[config.mk]
export PLATFORM = sky130hd
export DESIGN_NAME = dtc_window_accumulator_flat
export DESIGN_NICKNAME = d
export VERILOG_FILES = /design/src/rtl/dtc_window_accumulator_if.sv /design/src/rtl/dtc_window_accumulator.sv /design/src/flat_wrapper.sv
export SDC_FILE = /design/constraint.sdc
export NUM_CORES = 1
export LEC_CHECK = 0
export BUFFER_PORTS_ARGS = -buffer_cell sky130_fd_sc_hd__buf_4
export CAP_MARGIN = 0
export CORE_MARGIN = 2
export CORE_UTILIZATION = 55
export DETAILED_ROUTE_END_ITERATION = 10
export PLACE_DENSITY_LB_ADDON = 0.1
export SYNTH_ARGS = -nofsm -noshare
export SYNTH_HDL_FRONTEND = slang
export SYNTH_SLANG_ARGS = --single-unit
[constraint.sdc]
create_clock -name clk -period 5 [get_ports clk]
set_clock_uncertainty 0.15 [all_clocks]
set_input_delay 1 -clock clk [delete_from_list [all_inputs] [get_ports clk]]
set_output_delay 1 -clock clk [all_outputs]
set_load 0.01 [all_outputs]
[src/rtl/dtc_window_accumulator_if.sv]
// Handshake bundle for dtc_window_accumulator.
//   in_valid/in_ready/in_pred/in_label : prediction beat (upstream -> stage)
//   out_valid/out_ready/out_pos/out_match/out_major : window result (stage -> consumer)
// Modports: master = upstream/consumer side, slave = the accumulator.
interface dtc_window_accumulator_if #(
  parameter int WINDOW = 16
) ();
  localparam int CW = $clog2(WINDOW + 1);

  logic          in_valid;
  logic          in_ready;
  logic          in_pred;
  logic          in_label;
  logic          out_valid;
  logic          out_ready;
  logic [CW-1:0] out_pos;
  logic [CW-1:0] out_match;
  logic          out_major;

  modport master (
    output in_valid, in_pred, in_label, out_ready,
    input  in_ready, out_valid, out_pos, out_match, out_major
  );

  modport slave (
    input  in_valid, in_pred, in_label, out_ready,
    output in_ready, out_valid, out_pos, out_match, out_major
  );
endinterface

[src/rtl/dtc_window_accumulator.sv]
// Window accumulator for the decision-tree classifier's 1-bit prediction.
// Counts positive predictions (and prediction/label agreements) over WINDOW
// samples and emits one result beat per window with a majority vote.
// Ports:
//   clk  : clock, rising edge
//   rst  : asynchronous active-high reset
//   clr  : synchronous clear of the in-progress window
//   bus  : dtc_window_accumulator_if.slave (prediction in, result out)
// Build option: DTC_ACC_LABEL_EN builds the label/match path; without it
// in_label is ignored and out_match is constant 0.
module dtc_window_accumulator #(
  parameter  int WINDOW = 16,
  localparam int CW     = $clog2(WINDOW + 1)
) (
  input  logic                          clk,
  input  logic                          rst,
  input  logic                          clr,
  dtc_window_accumulator_if.slave       bus
);

  logic [CW-1:0] cnt_q, cnt_d;
  logic [CW-1:0] pos_acc_q, pos_acc_d;
  logic [CW-1:0] pos_q;
  logic          major_q;
  logic          out_valid_q, out_valid_d;

  logic          last;
  logic          accept;
  logic          load;
  logic          pop;
  logic [CW-1:0] pos_sum;
  logic [CW:0]   pos_x2;
  logic          major_sum;

  assign last    = (cnt_q == CW'(WINDOW - 1));
  assign pop     = out_valid_q && bus.out_ready;
  // Only the window-completing sample stalls while a result is still pending.
  assign bus.in_ready = !(out_valid_q && !bus.out_ready && last);
  assign accept  = bus.in_valid && bus.in_ready;
  // A beat taken on a clr edge is dropped, so it can never complete a window.
  assign load    = accept && last && !clr;

  // Final total fits in CW bits because CW covers WINDOW.
  assign pos_sum   = pos_acc_q + CW'(bus.in_pred);
  assign pos_x2    = {pos_sum, 1'b0};
  assign major_sum = (pos_x2 > (CW+1)'(WINDOW));

  always_comb begin
    cnt_d       = cnt_q;
    pos_acc_d   = pos_acc_q;
    out_valid_d = out_valid_q;
    if (clr) begin
      cnt_d     = '0;
      pos_acc_d = '0;
    end else if (accept) begin
      if (last) begin
        cnt_d     = '0;
        pos_acc_d = '0;
      end else begin
        cnt_d     = cnt_q + 1'b1;
        pos_acc_d = pos_sum;
      end
    end
    // New result wins over a same-edge pop, keeping out_valid high.
    if (load)     out_valid_d = 1'b1;
    else if (pop) out_valid_d = 1'b0;
  end

  always_ff @(posedge clk or posedge rst) begin
    if (rst) begin
      cnt_q       <= '0;
      pos_acc_q   <= '0;
      pos_q       <= '0;
      major_q     <= 1'b0;
      out_valid_q <= 1'b0;
    end else begin
      cnt_q       <= cnt_d;
      pos_acc_q   <= pos_acc_d;
      out_valid_q <= out_valid_d;
      if (load) begin
        pos_q   <= pos_sum;
        major_q <= major_sum;
      end
    end
  end

  assign bus.out_valid = out_valid_q;
  assign bus.out_pos   = pos_q;
  assign bus.out_major = major_q;

`ifdef DTC_ACC_LABEL_EN
  logic [CW-1:0] match_acc_q, match_q;
  logic [CW-1:0] match_sum;

  assign match_sum = match_acc_q + CW'(bus.in_pred == bus.in_label);

  always_ff @(posedge clk or posedge rst) begin
    if (rst) begin
      match_acc_q <= '0;
      match_q     <= '0;
    end else begin
      if (clr)                   match_acc_q <= '0;
      else if (accept && last)   match_acc_q <= '0;
      else if (accept)           match_acc_q <= match_sum;
      if (load)                  match_q     <= match_sum;
    end
  end

  assign bus.out_match = match_q;
`else
  assign bus.out_match = '0;
  wire unused_label = bus.in_label;
`endif

endmodule
[src/flat_wrapper.sv]
// flat-port wrapper written by rule: the top's interface ports become plain ports
module dtc_window_accumulator_flat 
#(
  parameter  int WINDOW = 16,
  localparam int CW     = $clog2(WINDOW + 1)
)
  (clk, rst, clr, bus_in_valid, bus_in_pred, bus_in_label, bus_out_ready, bus_in_ready, bus_out_valid, bus_out_pos, bus_out_match, bus_out_major);
  dtc_window_accumulator_if #(.WINDOW(WINDOW)) bus_i ();
  input  logic clk;
  input  logic rst;
  input  logic clr;
  input wire logic [$bits(bus_i.in_valid)-1:0] bus_in_valid;
  input wire logic [$bits(bus_i.in_pred)-1:0] bus_in_pred;
  input wire logic [$bits(bus_i.in_label)-1:0] bus_in_label;
  input wire logic [$bits(bus_i.out_ready)-1:0] bus_out_ready;
  output wire logic [$bits(bus_i.in_ready)-1:0] bus_in_ready;
  output wire logic [$bits(bus_i.out_valid)-1:0] bus_out_valid;
  output wire logic [$bits(bus_i.out_pos)-1:0] bus_out_pos;
  output wire logic [$bits(bus_i.out_match)-1:0] bus_out_match;
  output wire logic [$bits(bus_i.out_major)-1:0] bus_out_major;
  assign bus_i.in_valid = bus_in_valid;
  assign bus_i.in_pred = bus_in_pred;
  assign bus_i.in_label = bus_in_label;
  assign bus_i.out_ready = bus_out_ready;
  assign bus_in_ready = bus_i.in_ready;
  assign bus_out_valid = bus_i.out_valid;
  assign bus_out_pos = bus_i.out_pos;
  assign bus_out_match = bus_i.out_match;
  assign bus_out_major = bus_i.out_major;
  dtc_window_accumulator #(.WINDOW(WINDOW)) u_core (.clk(clk), .rst(rst), .clr(clr), .bus(bus_i));
endmodule
==> metrics.csv <==
stage,metric,value,unit
detailed_routing,total iterations of the first detailed-routing run,3,
synth,post-synthesis xor/xnor area fraction,3.960,%
timing,RSZ-0062 raised after global routing,false,
grt,met1 Use GR,23.26,%
timing,"Min Clock Period, post-route",2.965,ns
synth,Post-Syn Area,884.6,sq um
timing,Setup Viol. Count Final,0,
clock_tree,H-tree levels,1,
detailed_routing,DRC viols,0,
critical_path,"Data arrival, critical path",1.81,ns
synth,Post-synth EDFFs,0,
floorplan,Die H,44.11,um
grt,met2 GRT Util,33.82,%
synth,Synth Instances,85,
grt,GRT met3 Usage,3.673,%
floorplan,initial core utilization,58.72,%
detailed_routing,via count,640,
detailed_routing,vias per cell,5.565,
placed_design,placed insts,111,
synth,Post-synth top cells,"nor2_1, dfrtp_1, a22oi_1, buf_4, nand2_1",
critical_path,critical setup path kind,in2out,
clock_tree,Longest Clk Path Bufs,2,
placed_design,DP HPWL,1.193,mm
timing,Max Fclk,337.3,MHz
critical_path,"Max FO, Critical Path",6,
synth,Avg Inst Size Synth,10.41,sq um
grt,number of global-route vias before repair,635,
synth,Synth Area in Adders,4.243,%
detailed_routing,detail-routed net length per standard cell,14.44,um
grt,first-pass GRT wire length,2.739,mm
placed_design,Placer Congestion,0.7704,
grt,pin count of the biggest net entering global routing,18,
clock_tree,Post-CTS Hold Buffers,0,
pwr,Lkg Pwr,0.5189,nW
pwr,power per cell area,244.8,nW/um^2
clock_tree,Sink Count,17,
grt,initial antenna violation count,0,
critical_path,worst path required time,3.85,ns
timing,Worst-Margin Slew,0.6480,ns
detailed_routing,post-route ant nets,0,
synth,ys flop type,dfrtp_1,
clock_tree,Resized Gates After CTS,0,
min_path,HP Class,reg2reg,
floorplan,die area,1945,sq um
layout,layout cell share with drive strength beyond 1,22.22,%
synth,register area share after synthesis,48.09,%
synth,Post-Synth Simple-Gate Area,22.63,%
floorplan,row count,14,
floorplan,core area,1506,sq um
detailed_routing,Iter 0 DRT Violations,12,
synth,Synth Area in Compound Gates,9.901,%
timing,final hold vios,0,
synth,post-synthesis mux area share,4.809,%
layout,Final #Nets,110,
placed_design,Buffers on Ports,13,
layout,number of diodes,0,
synth,Yosys cell types,28,
clock_tree,total CTS buffers,3,
pwr,peak supply drop,169.9,uV
grt,GRT busiest layer,met2,
grt,Total GRT Usage,19.50,%
timing,crit share post-route,59.29,%
timing,Slew Limit Fails,0,
synth,Synth Register Bits,17,
synth,most frequent cell after synthesis,nor2_1,
grt,total congestion overflow,0,
job,Max Cap Viol,0,
clock_tree,CTS tree,done,
synth,largest cells by area after synthesis,"dfrtp_1, nor2_1, a22oi_1, buf_4, ha_1",
synth,largest family of logic cells by synthesized area,simple AND/OR/NAND/NOR gates,
clock_tree,clock root cell,clkbuf_4,
critical_path,startpoint types,input port,
layout,Area Growth Syn to Fin,12.87,%
synth,Synth area leader,dfrtp_1,
outcome,run status,"finished, final reports clean",
floorplan,die width,44.11,um
timing,setup TNS,0,ns
clock_tree,clock latency on the worst-skew pair,0.29,ns
timing,Rel. slew slack,56.75,%
detailed_routing,Detailed Route WL,1.661,mm
clock_tree,Clock transition at path regs,0.10,ns
synth,Synth warnings,0,
synth,top-area cell type share of the netlist area,48.09,%
clock_tree,Setup Buffers After CTS,0,
critical_path,Critical Path End Type,primary output,
layout,fin cells,115,
floorplan,# IOs,20,
synth,Post-synth ARST share,100.0,%
==> cells by family after synthesis <==
logic type               count (synthesis)
XOR/XNOR                                 4
AND/OR/NAND/NOR                         34
adder cells (fa/ha/maj)                  3
multiplexers                             4
buffers and inverters                    9
flip-flops                              17
AO/OA/AOI/OAI                           13
other                                    1
==> where the power goes <==
group          total, mW  internal [mW]  switching, mW
Combinational     0.0268         0.0111         0.0157
Clock             0.0730         0.0310         0.0420
Sequential         0.145          0.141        0.00317
Total              0.244          0.184         0.0609
==> metrics by stage <==
| step | util (%) | worst slack [ns] | power [mW] | area [sq um] | hold WS [ns] |
|---|---|---|---|---|---|
| CTS | 66.28 | 2.026 | 0.2473 | 998.5 | 0.3552 |
| global placement | 64.53 | 2.033 | 0.1733 | 972.2 | 0.3286 |
| global route | 66.28 | 1.989 | 0.2545 | 998.5 | 0.3679 |
| floorplan | - | 2.298 | 0.1661 | 899.6 | 0.3446 |
| detailed placement | 64.53 | 2.024 | 0.1743 | 972.2 | 0.3304 |
| finish | 66.28 | 2.035 | 0.2444 | 998.5 | 0.3545 |
==> critical path, stage by stage <==
cell	delay, ns
buf_4	0.10
nand2b_1	0.25
or2_2	0.32
buf_4	0.14
==> cells in the final DEF, fill, tap and decap left out <==
master	instances
nand2_1	5
and2_0	1
and3b_1	1
a21oi_1	3
nand2b_1	1
nand4_1	2
mux2_1	1
o21ai_0	1
o21ai_2	1
mux2_2	1
xnor2_1	3
nand3_1	2
o211ai_1	1
buf_4	13
inv_1	2
a22oi_1	6
dfrtp_1	17
mux2i_1	2
conb_1	5
or2_2	1
clkbuf_1	1
and4bb_2	1
clkbuf_4	3
nand4b_4	1
ha_1	3
nand4bb_4	1
xor2_1	1
a31oi_1	1
nor2_1	18
==> final cells by class <==
| class | instances | area, sq um |
|---|---|---|
| Fill cell | 134 | 508.0 |
| Sequential cell | 17 | 425.4 |
| Multi-Input combinational cell | 63 | 421.7 |
| Timing Repair Buffer | 13 | 97.59 |
| Clock buffer | 4 | 26.28 |
| Tap cell | 16 | 20.02 |
| Inverter | 2 | 7.507 |
==> path summary, 6_finish.rpt <==
kind	startpoint	end	slack (ns)	cells after the start
worst max-delay path	bus_out_ready	bus_in_ready	2.04	4
max in group asynchronous	rst	u_core.cnt_q[0]$_DFFE_PP0P_	3.64	2
worst min-delay path	u_core.bus.out_pos[1]$_DFFE_PP0P_	u_core.bus.out_pos[1]$_DFFE_PP0P_	0.35	1
worst max register to register	u_core.cnt_q[0]$_DFFE_PP0P_	u_core.bus.out_pos[1]$_DFFE_PP0P_	3.12	4
worst min register to register	u_core.bus.out_pos[1]$_DFFE_PP0P_	u_core.bus.out_pos[1]$_DFFE_PP0P_	0.35	1
min in group asynchronous	rst	u_core.cnt_q[2]$_DFFE_PP0P_	0.64	2
==> layer usage <==
metal  routed length, um  part of all wire [%]  up-vias
met1                 744                    45      310
met3                  60                   3.6        5
met4                  29                   1.7        0
met5                   0                     0        -
met2                 827                    50       12
li1                    -                     -      313
==> sequential cells by signal, indices dropped and copies added, names as in the netlist <==
name / count
u_core.bus.out_major: 1
u_core.bus.out_pos: 5
u_core.bus.out_valid: 1
u_core.cnt_q: 5
u_core.pos_acc_q: 5
(Power assumes the default switching activity.)
